`src/rtl/uart_pkg.sv`:
```
// Shared UART definitions: FSM state encoding (also used by the transmitter),
// frame data width, and the 3-sample majority vote helper.
package uart_pkg;

  typedef enum logic [1:0] {
    ST_IDLE  = 2'd0,
    ST_START = 2'd1,
    ST_DATA  = 2'd2,
    ST_STOP  = 2'd3
  } uart_state_e;

  localparam int DATA_BITS = 8;

  function automatic logic maj3(input logic a, input logic b, input logic c);
    return (a & b) | (a & c) | (b & c);
  endfunction

endpackage

```
`src/rtl/uart_oversample_tick.sv`:
```
// Free-running oversample tick generator: a one-cycle enable every TICK_DIV
// clocks. It is a clock enable, not a derived clock.
module uart_oversample_tick #(
  parameter int CLOCK_RATE = 100000000,
  parameter int BAUD_RATE  = 9600,
  parameter int OVERSAMPLE = 16
) (
  input  logic clk,
  input  logic rst,
  output logic tick_o
);

  localparam int TICK_DIV = CLOCK_RATE / (BAUD_RATE * OVERSAMPLE);
  localparam int CNT_W    = $clog2(TICK_DIV);

  logic [CNT_W-1:0] cnt_q, cnt_d;
  logic             wrap;

  assign wrap   = (cnt_q == CNT_W'(TICK_DIV - 1));
  assign tick_o = wrap;

  // Next count: wrap to zero after TICK_DIV-1.
  always_comb begin
    cnt_d = wrap ? '0 : cnt_q + 1'b1;
  end

  // Counter register.
  always_ff @(posedge clk or posedge rst) begin
    if (rst) cnt_q <= '0;
    else     cnt_q <= cnt_d;
  end

endmodule

```
`src/rtl/uart_rx.sv`:
```
// 8N1 UART receiver with 16x oversampling, per-frame phase reset and
// majority-vote bit sampling. Bytes are handed out on a valid/ready port.
//
// Handshake: data is presented with valid=1 and held stable until a rising
// clk edge sees valid&ready; a byte that completes on that same edge replaces
// it and keeps valid high. A byte completing while valid=1 and ready=0 is
// dropped and reported by a one-cycle overrun pulse.
module uart_rx
  import uart_pkg::*;
#(
  parameter int CLOCK_RATE = 100000000,
  parameter int BAUD_RATE  = 9600,
  parameter int OVERSAMPLE = 16
) (
  input  logic                 clk,
  input  logic                 rst,
  input  logic                 rx,
  output logic [DATA_BITS-1:0] data,
  output logic                 valid,
  input  logic                 ready,
  output logic                 frameErr,
  output logic                 overrun,
  output logic                 busy
);

  // Sample positions within a bit (bit centre -1, centre, +1) and last tick.
  localparam logic [3:0] CNT_LO   = 4'(OVERSAMPLE / 2 - 1);
  localparam logic [3:0] CNT_MID  = 4'(OVERSAMPLE / 2);
  localparam logic [3:0] CNT_HI   = 4'(OVERSAMPLE / 2 + 1);
  localparam logic [3:0] CNT_LAST = 4'(OVERSAMPLE - 1);
  localparam logic [2:0] IDX_LAST = 3'(DATA_BITS - 1);

  logic                 tick;
  logic                 sync1_q, rx_s_q;
  logic                 prev_q, prev_d;
  uart_state_e          state_q, state_d;
  logic [3:0]           sample_cnt_q, sample_cnt_d;
  logic [2:0]           bit_idx_q, bit_idx_d;
  logic [DATA_BITS-1:0] shift_q, shift_d;
  logic                 s7_q, s7_d, s8_q, s8_d;
  logic [DATA_BITS-1:0] data_q, data_d;
  logic                 valid_q, valid_d;
  logic                 frame_err_q, frame_err_d;
  logic                 overrun_q, overrun_d;
  logic                 maj;

  uart_oversample_tick #(
    .CLOCK_RATE (CLOCK_RATE),
    .BAUD_RATE  (BAUD_RATE),
    .OVERSAMPLE (OVERSAMPLE)
  ) u_tick (
    .clk    (clk),
    .rst    (rst),
    .tick_o (tick)
  );

  assign maj      = maj3(s7_q, s8_q, rx_s_q);
  assign data     = data_q;
  assign valid    = valid_q;
  assign frameErr = frame_err_q;
  assign overrun  = overrun_q;
  assign busy     = (state_q != ST_IDLE);

  // Two-flop synchronizer for the asynchronous line; idles high.
  always_ff @(posedge clk or posedge rst) begin
    if (rst) begin
      sync1_q <= 1'b1;
      rx_s_q  <= 1'b1;
    end else begin
      sync1_q <= rx;
      rx_s_q  <= sync1_q;
    end
  end

  // Next-state logic: frame FSM, sampling, shift register and handshake.
  always_comb begin
    state_d      = state_q;
    prev_d       = prev_q;
    sample_cnt_d = sample_cnt_q;
    bit_idx_d    = bit_idx_q;
    shift_d      = shift_q;
    s7_d         = s7_q;
    s8_d         = s8_q;
    data_d       = data_q;
    valid_d      = valid_q;
    frame_err_d  = 1'b0;
    overrun_d    = 1'b0;

    if (valid_q && ready) valid_d = 1'b0;

    if (tick) begin
      prev_d = rx_s_q;
      if (state_q != ST_IDLE) begin
        if (sample_cnt_q == CNT_LO)  s7_d = rx_s_q;
        if (sample_cnt_q == CNT_MID) s8_d = rx_s_q;
        sample_cnt_d = (sample_cnt_q == CNT_LAST) ? 4'd0 : sample_cnt_q + 4'd1;
      end

      case (state_q)
        ST_IDLE: begin
          // Falling edge between ticks; the detecting tick is sample 0.
          if (!rx_s_q && prev_q) begin
            state_d      = ST_START;
            sample_cnt_d = 4'd1;
          end
        end
        ST_START: begin
          if (sample_cnt_q == CNT_HI && maj) begin
            state_d = ST_IDLE;
          end else if (sample_cnt_q == CNT_LAST) begin
            state_d   = ST_DATA;
            bit_idx_d = 3'd0;
          end
        end
        ST_DATA: begin
          if (sample_cnt_q == CNT_HI) shift_d = {maj, shift_q[DATA_BITS-1:1]};
          if (sample_cnt_q == CNT_LAST) begin
            if (bit_idx_q == IDX_LAST) state_d = ST_STOP;
            else                       bit_idx_d = bit_idx_q + 3'd1;
          end
        end
        ST_STOP: begin
          // Decide mid-stop-bit so a back-to-back start edge is not missed.
          if (sample_cnt_q == CNT_HI) begin
            state_d = ST_IDLE;
            if (!maj) begin
              frame_err_d = 1'b1;
            end else if (!valid_q || ready) begin
              data_d  = shift_q;
              valid_d = 1'b1;
            end else begin
              overrun_d = 1'b1;
            end
          end
        end
        default: state_d = ST_IDLE;
      endcase
    end
  end

  // State and output registers.
  always_ff @(posedge clk or posedge rst) begin
    if (rst) begin
      state_q      <= ST_IDLE;
      prev_q       <= 1'b1;
      sample_cnt_q <= 4'd0;
      bit_idx_q    <= 3'd0;
      shift_q      <= '0;
      s7_q         <= 1'b0;
      s8_q         <= 1'b0;
      data_q       <= '0;
      valid_q      <= 1'b0;
      frame_err_q  <= 1'b0;
      overrun_q    <= 1'b0;
    end else begin
      state_q      <= state_d;
      prev_q       <= prev_d;
      sample_cnt_q <= sample_cnt_d;
      bit_idx_q    <= bit_idx_d;
      shift_q      <= shift_d;
      s7_q         <= s7_d;
      s8_q         <= s8_d;
      data_q       <= data_d;
      valid_q      <= valid_d;
      frame_err_q  <= frame_err_d;
      overrun_q    <= overrun_d;
    end
  end

endmodule

```
`config.mk`:
```
export PLATFORM = sky130hd
export DESIGN_NAME = uart_rx
export DESIGN_NICKNAME = d
export VERILOG_FILES = /design/src/rtl/uart_pkg.sv /design/src/rtl/uart_oversample_tick.sv /design/src/rtl/uart_rx.sv
export SDC_FILE = /design/constraint.sdc
export NUM_CORES = 1
export LEC_CHECK = 0
export ABC_AREA = 1
export CORE_MARGIN = 4
export CORE_UTILIZATION = 55
export DETAILED_ROUTE_END_ITERATION = 12
export HOLD_SLACK_MARGIN = 0.08
export PLACE_DENSITY_LB_ADDON = 0.12
export SYNTH_ARGS = -nofsm -noshare
export SYNTH_HDL_FRONTEND = slang
export SYNTH_SLANG_ARGS = --single-unit
```
`constraint.sdc`:
```
create_clock -name clk -period 4.1 [get_ports clk]
set_input_delay 1.025 -clock clk [delete_from_list [all_inputs] [get_ports clk]]
set_output_delay 1.025 -clock clk [all_outputs]
set_load 0.03 [all_outputs]
```
# == Word-level counts from Yosys, hierarchy flattened ==
# Cells that the tools add are included.
# op_classes
n_addsub,3
eq_ne,17
mux,32
bitwise_logic,5
n_reduce_logical,15
# ops
cell,count
$mux W4,4
$mux W1,15
$ne A2 B2 Y1 const B,7
$eq A4 B4 Y1 const B,3
$mux W2,6
$mux W3,4
$reduce_and A6 Y1,2
$add A10 B1 Y10 const B,1
$eq A10 B10 Y1 const B,1
$mux W10,1
$reduce_and A3 Y1,3
$pmux W2 S4,1
$pmux W3 S2,1
$reduce_and A5 Y1,1
$add A4 B1 Y4 const B,1
$eq A2 B2 Y1 const B,2
$eq A4 B3 Y1 const B,1
$reduce_bool A2 Y1,2
$add A3 B1 Y3 const B,1
$and A1 B1 Y1,3
$eq A3 B3 Y1 const B,1
$logic_and A1 B1 Y1,3
$ne A3 B3 Y1 const B,1
$eq A2 B1 Y1 const B,1
4 further kinds,6
# word_totals
reg_bits,43
inputBits,4
out_inout_bits,12

# == Depth between registers and ports, before layout ==
# Gate-level depths: netlist (run 1).
# depth
ltp_word,7
ltp_mapped,10

# == By module ==
# A second synthesis (run 1) with hierarchy kept.
# unflattened
hier_cells,244
area_unflattened_um2,2127.0
# modules_own_cells
mod,n_inst,cells_each,area_per_inst_um2
uart_rx,1,181,1604.0
uart_oversample_tick,1,63,523.0

# == Worst setup path before layout (run 1) ==
# OpenSTA, ideal clock, no wires.
# synth_timing
path_kind,flip-flop to output port
startpoint,register (tool-made name)
endpoint,output port busy
arrival_time_ns,0.821
t_required_ns,3.075
path_slack_ns,2.254
path_stages_with_launch,3
n_path_buf,0
cell_sequence,dfrtp_1 nor2_1 inv_1
# synth_lines
element,line_no,rtl
"end, declared",uart_rx.sv:23,output logic busy

# == Worst setup path in the final report (run 1) ==
# layout_timing
startpoint,register state_q[0]
endpoint,output port busy
# layout_via
elab_chain_len,1
# layout_rtl
element,line_no,rtl
"start, declared",uart_rx.sv:36,"uart_state_e state_q, state_d;"
"start signal, assigned",uart_rx.sv:156,state_q <= state_d;
$reduce_bool A2 Y1,uart_rx.sv:62,assign busy = (state_q != ST_IDLE);
# No other way between the ends.

==> results summary, run 1 <==
The worst relative slew slack is 43.5%. For this run, global-route usage on met2 was measured as 25.4%. The number of endpoints with negative hold slack in the final report came out at 0. The sum of routed wire length over all layers is 3840 um. The number of H-tree branching levels is 2. The final layout net count came out at 282.

The global routing met1 resource utilization came out at 24.0%. The average wire per cell in the routed design is 12.0 um. The post-route netlist has 15.4% of its cells at a drive strength greater than 1. In this run, placement finished with an instance count of 312.

Synthesis instantiated 25 different standard cells from the library. The die height is 70.7 um. The critical path data arrival time is 1.71 ns. The CTS tree is built. For this design, the CTS-stage hold fixing added 0 buffers. For this configuration, the core starts out at a cell density of 57.8%. The synthesized netlist devotes 28.7% of its cell area to simple gates. The critical path class is reg -> out. The post-synthesis sequential element count came out at 43.

The non-filler instance count after layout came out at 320. The placed wire-length estimate after detailed placement is 2850 um. The pin slew with the least headroom to its limit came out at 0.847 ns. The fraction of synthesized area in multiplexers is 0%. The arithmetic-cell share of the synthesized area counting full adders, half adders and majority gates came out at 4.05%. The global-route wire length before repair is 6830 um. In this run the biggest area consumer among cell types represents 46.2% of the synthesized area. The main flop type after synthesis is sky130_fd_sc_hd__dfrtp_1.

The worst path required time is 3.07 ns. Dividing total power by cell area gives a power density of 309 nW/um^2. Across the run, the number of max-cap violations was 0. The path class of the tightest hold or removal check is reg -> reg.

The total of buffers placed on input and output ports is 15. The setup violation total in the final timing report is 0. The count of mapped cells out of synthesis is 249. Clock-pin slew was measured on the worst setup and hold paths at 0.08 ns.

Adding up every negative setup slack in the final design gives 0 ns. When the netlist entered floorplanning its net count stood at 260. Setup repair after global routing left no endpoint under its margin.

16 I/O pins were placed. The dominant combinational cell family by area after synthesis is simple AND/OR/NAND/NOR gates. The clock drives 43 sinks. The post-synthesis area per instance came out at 8.69 sq um. After detailed routing, the number of vias per cell comes to 5.07. The maximum clock skew at final layout is 0.00889 ns.

The routed layout has 1623 vias. The cell sitting at the root of the clock tree is a sky130_fd_sc_hd__clkbuf_8. The number of global-route vias before repair was 1523. The minimum period implied by the final worst setup slack is 2.74 ns. Entering global routing, the biggest net connects 24 pins. The horizontal die dimension came out at 70.7 um. The final weighted congestion of routability-driven global placement came out at 0.818.

The remaining routing DRC violations came out at 0. The critical-path maximum fanout came out at 6. STA classifies the critical path startpoint as a flop. Based on the critical path, the design can be clocked at up to 0.365 GHz. The post-route clock period utilization is 66.8%.

The max-slew violation count is 0. For this run, asynchronously set or reset flops after synthesis account for 100%. The sequential share of the synthesized area came out at 49.9%. Once the clock tree was built, the resizer swapped 0 gates to a different size. Relative to the synthesized area, the layout overhead comes to 14.6%.

The worst setup path is captured at an output port. The remaining number of nets flagged by the antenna check after routing came out at 0. For this run, global-route usage on met3 was measured as 4.69%. The detailed-routing iteration count for the pre-antenna-repair pass is 4. The number of buffers created by CTS came out at 5. The total area inside the core boundary comes to 3740 sq um.

The synthesized netlist devotes 2.02% of its cell area to XOR and XNOR gates. The area fraction in compound gates after synthesis is 7.05%. The detailed router finished its first iteration with 82 violations.

Of all cell types, the one taking the most synthesized area is sky130_fd_sc_hd__dfrtp_1. The remaining global-route overflow came out at 0. No sink is reached through more buffers than the 2 on the longest clock path. The repair_antennas step left the layout with diodes totalling 0.

The worst-case vdd ir drop is 0.227 mV. The number of antenna violations at the first check in global routing is 0. The cell area after synthesis came out at 2160 sq um. The flow ran to the end, and the final reports show no timing, DRC or antenna violations. The Yosys warning count is 0. Fill cells in the final layout number 339. The floorplan has 22 rows. The total routing resource utilization after global routing came out at 17.2%. The most repeated cell in the gate-level netlist after synthesis is sky130_fd_sc_hd__nand2_1.

The overall die area came out at 5000 sq um. Clock latency on the worst-skew pair, taken at its later pin, is 0.30 ns. The synthesized design contains 0 enable-type register cells. The post-CTS setup-driven buffer insertion count is 0. The commonest cells after synthesis are 64 x sky130_fd_sc_hd__nand2_1, 40 x sky130_fd_sc_hd__dfrtp_1, 38 x sky130_fd_sc_hd__inv_1.

Ranked by total cell area, the synthesized netlist is headed by sky130_fd_sc_hd__dfrtp_1 46%, sky130_fd_sc_hd__nand2_1 11%, sky130_fd_sc_hd__inv_1 6.6%. The most congested layer reported by global routing is met2. The leakage power is 0.00126 uW.
cells by family (layout without fill, tap and decap cells):
family / count (synthesis) / count (layout)
AND/OR/NAND/NOR: 129 / 129
buffers and inverters: 44 / 67
flip-flops: 43 / 43
AO/OA/AOI/OAI: 21 / 21
adder cells (fa/ha/maj): 7 / 7
XOR/XNOR: 5 / 5
metal layers:
| metal | up-vias | share of wire (%) |
|---|---|---|
| li1 | 836 | - |
| met1 | 742 | 48 |
| met2 | 35 | 44 |
| met3 | 10 | 5.2 |
| met4 | 0 | 2.0 |
| met5 | - | 0 |
stage by stage:
| stage | cell area (sq um) | util (%) | hold WS [ns] | total power [uW] | setup WS [ns] |
|---|---|---|---|---|---|
| 4_1_cts | 2480 | 66.2 | 0.370 | 772 | 1.35 |
| 5_1_grt | 2480 | 66.2 | 0.371 | 795 | 1.21 |
| 6_report | 2480 | 66.2 | 0.367 | 766 | 1.36 |
| 3_3_place_gp | 2370 | 63.2 | 0.352 | 448 | 1.70 |
| 2_1_floorplan | 2160 | - | 0.345 | 441 | 2.08 |
| 3_5_place_dp | 2370 | 63.2 | 0.359 | 448 | 1.67 |
layout by cell type (no fill, tap or decap), types with 2 or more instances in the layout:
cell type	count
sky130_fd_sc_hd__o21ai_0	3
sky130_fd_sc_hd__nor2_1	19
sky130_fd_sc_hd__nand3_1	17
sky130_fd_sc_hd__nand3_4	3
sky130_fd_sc_hd__o21ai_2	10
sky130_fd_sc_hd__clkbuf_8	5
sky130_fd_sc_hd__nand2_1	64
sky130_fd_sc_hd__nor2_4	3
sky130_fd_sc_hd__o21ai_1	5
sky130_fd_sc_hd__ha_1	7
sky130_fd_sc_hd__inv_1	38
sky130_fd_sc_hd__dfstp_2	3
sky130_fd_sc_hd__nand2_2	5
sky130_fd_sc_hd__nand4_1	7
sky130_fd_sc_hd__clkdlybuf4s50_1	15
sky130_fd_sc_hd__buf_4	2
sky130_fd_sc_hd__xor2_1	5
sky130_fd_sc_hd__inv_2	4
sky130_fd_sc_hd__nor3_1	6
sky130_fd_sc_hd__or2_2	2
sky130_fd_sc_hd__dfrtp_1	40
layout make-up:
type	instances	area, sq um	share of cell area [%]
multi-input combinational	162	905	36.5
tap	48	60.1	2.42
inverter	42	158	6.36
timing repair buffer	17	165	6.66
clock buffer	5	68.8	2.77
clock inverter	3	43.8	1.77
sequential	43	1080	43.5
flip-flops by register name, indices dropped and copies added (netlist names), named ones only:
name	count
bit_idx_q	3
sync1_q	1
overrun	1
u_tick.cnt_q	10
data	8
rx_s_q	1
prev_q	1
state_q	1
s7_q	1
frameErr	1
sample_cnt_q	4
s8_q	1
shift_q	8
valid	1
final timing paths:
check	from	end	slack (ns)	cells past startpoint
hold reg to reg	sync1_q$_DFF_PP1_	rx_s_q$_DFF_PP1_	0.37	0
max in group asynchronous	rst	bit_idx_q[1]$_DFFE_PP0P_	2.22	3
min in group asynchronous	rst	data[6]$_DFFE_PP0P_	1.19	2
hold / removal	sync1_q$_DFF_PP1_	rx_s_q$_DFF_PP1_	0.37	0
setup / recovery	state_q[0]$_DFFE_PP0P_	busy	1.36	3
setup reg to reg	sample_cnt_q[1]$_DFFE_PP0N_	data[2]$_DFFE_PP0P_	2.33	9
worst max-delay path, cell delays in order (launching register included):
cell and delay, ns:
sky130_fd_sc_hd__dfrtp_1 0.43, sky130_fd_sc_hd__nor2_1 0.27, sky130_fd_sc_hd__inv_1 0.11, sky130_fd_sc_hd__clkdlybuf4s50_1 0.61
power by group:
group          internal (uW)  switching (uW)  leakage (uW)  total (uW)
Combinational           3.95            9.07      0.000628        13.0
Clock                    181             145     0.0000581         327
Sequential               426           0.829      0.000576         426
No activity file was read; power rests on OpenSTA's default activity.
==> run 2: changes to the inputs <==
- clock period: 4.1 -> 2.8 ns (I/O delays scaled with it)
==> results summary, run 2 (synthesis gave the netlist of run 1 again) <==
The remaining number of nets flagged by the antenna check after routing is 0. The number of global-route vias before repair was 1545. TritonCTS built the clock tree. The post-route netlist has 14.8% of its cells at a drive strength greater than 1. The total number of placement rows came out at 22. The peak clock frequency supported by timing is 0.413 GHz. In this run, post-CTS hold repair placed 0 buffers. The met2 global-route usage came out at 24.5%. The switching component of the power came out at 215 uW.

The element type at the critical path end is an output port. Once routing completed, OpenROAD measured the worst setup slack at 0.379 ns. The minimum hold slack is 0.361 ns. The number of antenna violations at the first check in global routing is 0. The number of violations of the max-capacitance limit is 0.

The critical path is of the reg -> out type. The remaining routing DRC violations is 0. Across the routed clock network, the largest skew measured is 0.00450 ns. The register with the most flip-flops in the layout has 10 of them. The critical path data arrival time is 1.72 ns. Global routing used 4.69% of the available met3 tracks.

The worst-case vdd ir drop is 0.253 mV. STA classifies the critical path startpoint as a flop. The congestion estimate from routability-driven global placement came to 0.864. The top-level I/O count is 16. 0 antenna diodes ended up in the layout. The number of buffers created by CTS is 5. The min-delay analysis places its worst path in the category reg -> reg.

The minimum setup slack after placement came out at 0.703 ns. Summed over all nets, the half-perimeter wirelength after detailed placement is 2660 um. The setup check on the worst reg-to-reg path leaves a slack of 1.09 ns. Once the floorplan was initialized, standard cells occupied 57.8% of the core.

Using the TritonRoute via totals, the vias-per-cell ratio works out to 4.94. The die is 70.7 um tall. The clock latency reported for the late side of the worst-skew pair came out at 0.29 ns. The start point of the worst min-delay path is sync1_q$_DFF_PP1_. The global-route wire length before repair is 6740 um. The count of routing violations after the opening detailed-route iteration is 87. From synthesis to final layout, the design area changed by 13.2%. Of the total power, combinational logic draws 1.7%.

The area of the core is 3740 sq um. In the layout the commonest cells are 64 x sky130_fd_sc_hd__nand2_1, 40 x sky130_fd_sc_hd__dfrtp_1, 38 x sky130_fd_sc_hd__inv_1. The number of cells after detailed placement is 311. The setup violation total in the final timing report came out at 0. The remaining global-route overflow came out at 0. Measured against its own limit, the worst slew margin works out to 65.2%. The non-filler instance count after layout came out at 319. The area used by sequential logic in the layout came out at 1080 sq um. The CTS root buffer is sky130_fd_sc_hd__clkbuf_8.

The sum of routed wire length over all layers came out at 3700 um. From left edge to right edge, the die measures 70.7 um. After the last flow step, the layout net total stands at 281. The maximum count of clock buffers along a single path came out at 2. The clock-pin slew on the worst setup and hold paths came out at 0.08 ns. The overall die area is 5000 sq um. The worst path required time is 2.10 ns. For this block, the via count after detailed routing is 1575. The pin slew with the least headroom to its limit is 0.522 ns.

The number of endpoints with negative hold slack in the final report is 0. The critical-path maximum fanout is 6. The part of the power in registers came out at 59.9%. The minimum period implied by the final worst setup slack came out at 2.42 ns. The part of the power in the clock network is 38.4%. Buffers added to address setup during post-CTS repair amount to 0. The total routing resource utilization after global routing came out at 16.6%. Of the available clock period, the critical path in the final layout requires 86.5%. The count of cells resized by post-cts repair came out at 0.

The flow ran to the end, and the final reports show no timing, DRC or antenna violations. Setup repair after global routing left no endpoint under its margin. The register with the most flip-flops is u_tick.cnt_q. The worst-case reg-to-reg path depth is 9. In the final layout, the multi-input gates occupy 905 sq um. The average wire per cell in the routed design is 11.6 um. Fill cells in the final layout number 333.

The analysis attributes to cell leakage a power of 0.00125 uW. The detailed-routing iteration count for the pre-antenna-repair pass is 4. The end of the worst register-to-register path is shift_q[7]$_DFFE_PP0P_.

The most congested layer reported by global routing is met2. For this run, global-route usage on met1 was measured as 23.9%. The summed negative setup slack over all endpoints is 0 ns. The TritonCTS sink count came out at 43. The pin count of the biggest net entering global routing came out at 44. The worst hold path endpoint is rx_s_q$_DFF_PP1_.

The max-slew violation count was 0. The worst hold path passes through 0 cells. The switching share of power is 20.6%. The internal power component came out at 827 uW. Dividing total power by cell area gives a power density of 425 nW/um^2. In this run the critical register-to-register path is launched from u_tick.cnt_q[0]$_DFF_PP0_. The total of buffers placed on input and output ports came out at 15. The library cell used most frequently in the layout, excluding fill and tap cells, is sky130_fd_sc_hd__nand2_1.

CTS built an H-tree with a depth of 2.
## run 2: changes by cell type in the layout (fill, tap and decap cells not counted), sizes merged
cell    previous run  this run
buf                2         1
bufinv             1         0
clkinv             2         1
clkbuf             5         7
## run 2: cell type report
| type | count | area share [%] |
|---|---|---|
| clock buffers | 7 | 3.52 |
| flip-flops and latches | 43 | 44.1 |
| inverters | 42 | 6.43 |
| multi-input cells | 162 | 36.9 |
| well taps | 48 | 2.45 |
| repair buffers | 16 | 6.43 |
| clock inverters | 1 | 0.204 |
## run 2: how the worst max path moves through the flow
stage                            from                         end  slack (ns)
6_report       state_q[0]$_DFFE_PP0P_                        busy        0.38
5_1_grt                          flop                        busy        0.28
4_1_cts        state_q[0]$_DFFE_PP0P_                        busy        0.37
3_5_place_dp   state_q[0]$_DFFE_PP0P_                        busy        0.70
3_3_place_gp   state_q[0]$_DFFE_PP0P_                        busy        0.75
2_1_floorplan                     rst  asynchronous set/reset pin        1.10
## run 2: power by group through the flow
stage,logic [uW],registers (uW),clock network [uW]
floorplan,9.84,636,0
global placement,18.6,636,0
detailed placement,18.9,636,0
CTS,19.0,624,414
global route,20.7,624,446
finish,17.5,624,400
## run 2: worst max-delay path, cell delays in order, from the launching register on
cell and delay (ns):
sky130_fd_sc_hd__dfrtp_1 0.44, sky130_fd_sc_hd__nor2_1 0.28, sky130_fd_sc_hd__inv_1 0.11, sky130_fd_sc_hd__clkdlybuf4s50_1 0.61
## run 2: per-stage QoR
stage               utilization, %  instance area, sq um  power (uW)
detailed placement            63.0                  2360         655
global route                  65.5                  2450        1090
global placement              63.0                  2360         655
floorplan                        -                  2160         646
CTS                           65.5                  2450        1060
finish                        65.5                  2450        1040
## run 2: layer usage
metal	vias to the layer above	share of wire, %
li1	825	-
met1	722	51
met2	23	44
met3	5	4.0
met4	0	1.1
met5	-	0
==> run 3: changes to the inputs <==
- CORE_UTILIZATION: 55 -> 58
- CTS_BUF_LIST: default -> sky130_fd_sc_hd__clkbuf_16
==> results summary, run 3 (synthesis gave the netlist of run 1 again) <==
In this run the horizontal extent of the chip is 69.1 um. The count of routing violations after the opening detailed-route iteration came out at 96. The remaining routing DRC violations is 0.

The total routing resource utilization after global routing is 17.6%. After routing, the total negative slack on setup checks comes to 0 ns. For this run, the post-layout net count is 281. The area growth from synthesis to layout came out at 17.8%.

The critical path contains buffers and inverters numbering 2 combined. The placed wire-length estimate after detailed placement came out at 2690 um. The largest individual stage delay along the critical path comes from the cell sky130_fd_sc_hd__clkdlybuf4s50_1.

Among cell families on the critical path, the largest total delay comes from buffers and inverters. Global routing used 21.5% of the available met1 tracks. In this run the most used layer during global routing was met2.

The number of endpoints with negative hold slack in the final report is 0. The clock-pin slew on the worst setup and hold paths came out at 0.06 ns. The min-delay analysis places its worst path in the category reg -> reg.

The multi-input gate area in the final layout is 905 sq um. 0 antenna diodes ended up in the layout. The post-CTS setup-driven buffer insertion count came out at 0. The register with the most flip-flops in the final layout is u_tick.cnt_q.

Cells with a size suffix above 1 make up 15.1% of the layout. The number of global-route vias before repair came to 1520. The CTS root buffer is sky130_fd_sc_hd__clkbuf_16.

The number of fillers in the final layout came out at 273. Setup repair after global routing left no endpoint under its margin. The clock latency reported for the late side of the worst-skew pair is 0.28 ns. The area of the core is 3470 sq um. The flow ran to the end, and the final reports show no timing, DRC or antenna violations.

For this configuration, the core starts out at a cell density of 62.4%. The start point of the worst min-delay path is sync1_q$_DFF_PP1_. The pin count of the biggest net entering global routing is 44.

The remaining global-route overflow is 0. VDD sags by at most 0.370 mV. The worst hold path endpoint is rx_s_q$_DFF_PP1_. The post-route clock period utilization is 86.1%. The peak clock frequency supported by timing came out at 0.415 GHz. The worst path required time is 2.10 ns. The setup violation total in the final timing report came out at 0. The final layout contains routed wiring with a total length of 3880 um. The minimum hold slack is 0.359 ns. The pre-antenna-repair detailed-routing pass consisted of 4 iterations. The element type at the critical path end is an output port. The critical path goes through nor2_1 -> inv_1 -> clkdlybuf4s50_1.

The worst relative slew slack is 65.6%. On the worst path, the slowest cell contributes a delay of 0.61 ns. The part of the power in the clock network is 53.6%. The top cell types in the final layout, fill and taps aside, are 64 x sky130_fd_sc_hd__nand2_1, 40 x sky130_fd_sc_hd__dfrtp_1, 38 x sky130_fd_sc_hd__inv_1. The number of flip-flops under the largest register name came out at 10. Summing internal, switching and leakage power gives 1380 uW. The number of buffers created by CTS is 5. Net switching is 17.7% of the power.

The number of antenna violations at the first check in global routing came out at 0. The first global-routing pass estimated 6800 um of wire. The maximum count of clock buffers along a single path is 2. The analysis attributes to net switching a power of 245 uW. After clock tree synthesis, the flow added hold-fix buffers numbering 0. The worst-case reg-to-reg path depth came out at 9. The die covers 4770 sq um. The top-level I/O count came out at 16. For met2 alone, demand over resource in global routing was 30.1%. Of all nets on the critical path, the largest fanout is 6.

The internal power component is 1140 uW. The number of violations of the max-capacitance limit came out at 0. The power share of the combinational group is 1.3%. The remaining number of nets flagged by the antenna check after routing is 0. The number of vias per cell after detailed routing is 5.12. In this run the power density over the cells is 543 nW/um^2. The TritonCTS sink count is 43. The pin slew with the least headroom to its limit came out at 0.516 ns. Post-CTS repair changed the size of 0 cells. The library cell used most frequently in the layout, excluding fill and tap cells, is sky130_fd_sc_hd__nand2_1. The startpoint kind of the worst setup timing path is a flop. Between clock sinks in the finished design, the worst skew comes to 0.00328 ns. The max-slew violation count came out at 0.

The CTS tree is built. The routed layout has 1623 vias. The end of the worst register-to-register path is shift_q[7]$_DFFE_PP0P_. The cell depth of the worst min-delay path is 0. The worst reg-to-reg setup slack came out at 1.05 ns. The worst path needs 2.41 ns of the cycle, external delays included. The average wire per cell in the routed design came out at 12.2 um. The number of H-tree branching levels came out at 2. The worst setup path is of the reg -> out kind. The met3 capacity usage during global routing is 4.51%. The part of the power in registers is 45.1%.

STA puts the critical path data arrival time at 1.71 ns. The congestion estimate from routability-driven global placement came to 0.821. In this run the critical register-to-register path is launched from u_tick.cnt_q[0]$_DFF_PP0_.

In the final layout, flip-flops and latches occupy 1080 sq um. The die is 69.1 um tall. Buffers placed on the I/O ports in this run total 15. The leakage power is 0.00129 uW. The total number of placement rows is 21.
run 3: per-stage QoR:
stage	setup WS, ns	utilization [%]	std cells	area (sq um)
global placement	0.729	68.0	309	2360
finish	0.389	73.5	317	2550
global route	0.289	73.5	317	2550
detailed placement	0.701	68.0	309	2360
floorplan	1.10	-	249	2160
CTS	0.399	73.5	317	2550
run 3: power by group through the flow:
stage | Sequential [uW] | Clock [uW] | Combinational, uW
after global routing | 625 | 790 | 21.5
after floorplan | 636 | 0 | 9.84
after detailed placement | 636 | 0 | 18.7
final | 625 | 742 | 17.7
after CTS | 625 | 754 | 19.0
after global placement | 636 | 0 | 18.5
run 3: per-layer routing:
metal  part of all wire [%]  vias up
li1                       -      830
met1                     45      757
met2                     50       29
met3                    3.5        7
met4                    1.4        0
met5                      0        -
run 3: worst register-to-register path: stages, from the launching register on:
cell                      delay, ns
sky130_fd_sc_hd__dfrtp_1       0.42
sky130_fd_sc_hd__inv_1         0.09
sky130_fd_sc_hd__ha_1          0.15
sky130_fd_sc_hd__nand2_1       0.08
sky130_fd_sc_hd__nor2_4        0.13
sky130_fd_sc_hd__nand3_4       0.16
sky130_fd_sc_hd__inv_2         0.19
sky130_fd_sc_hd__nand3_4       0.21
sky130_fd_sc_hd__nor2_1        0.17
sky130_fd_sc_hd__a21oi_2       0.04
run 3: final cells by class:
class / count / area share (%)
Sequential cell: 43 / 42.3
Multi-Input combinational cell: 162 / 35.5
Timing Repair Buffer: 16 / 6.18
Inverter: 42 / 6.18
Clock buffer: 5 / 4.91
Clock inverter: 3 / 2.65
Tap cell: 46 / 2.26
run 3: worst max-delay path by stage:
stage,to,start,depth (start not counted)
2_1_floorplan,asynchronous set/reset pin,rst,1
3_3_place_gp,busy,state_q[0]$_DFFE_PP0P_,3
3_5_place_dp,busy,state_q[0]$_DFFE_PP0P_,3
4_1_cts,busy,state_q[0]$_DFFE_PP0P_,3
5_1_grt,busy,state_q[0]$_DFFE_PP0P_,3
6_report,busy,state_q[0]$_DFFE_PP0P_,3
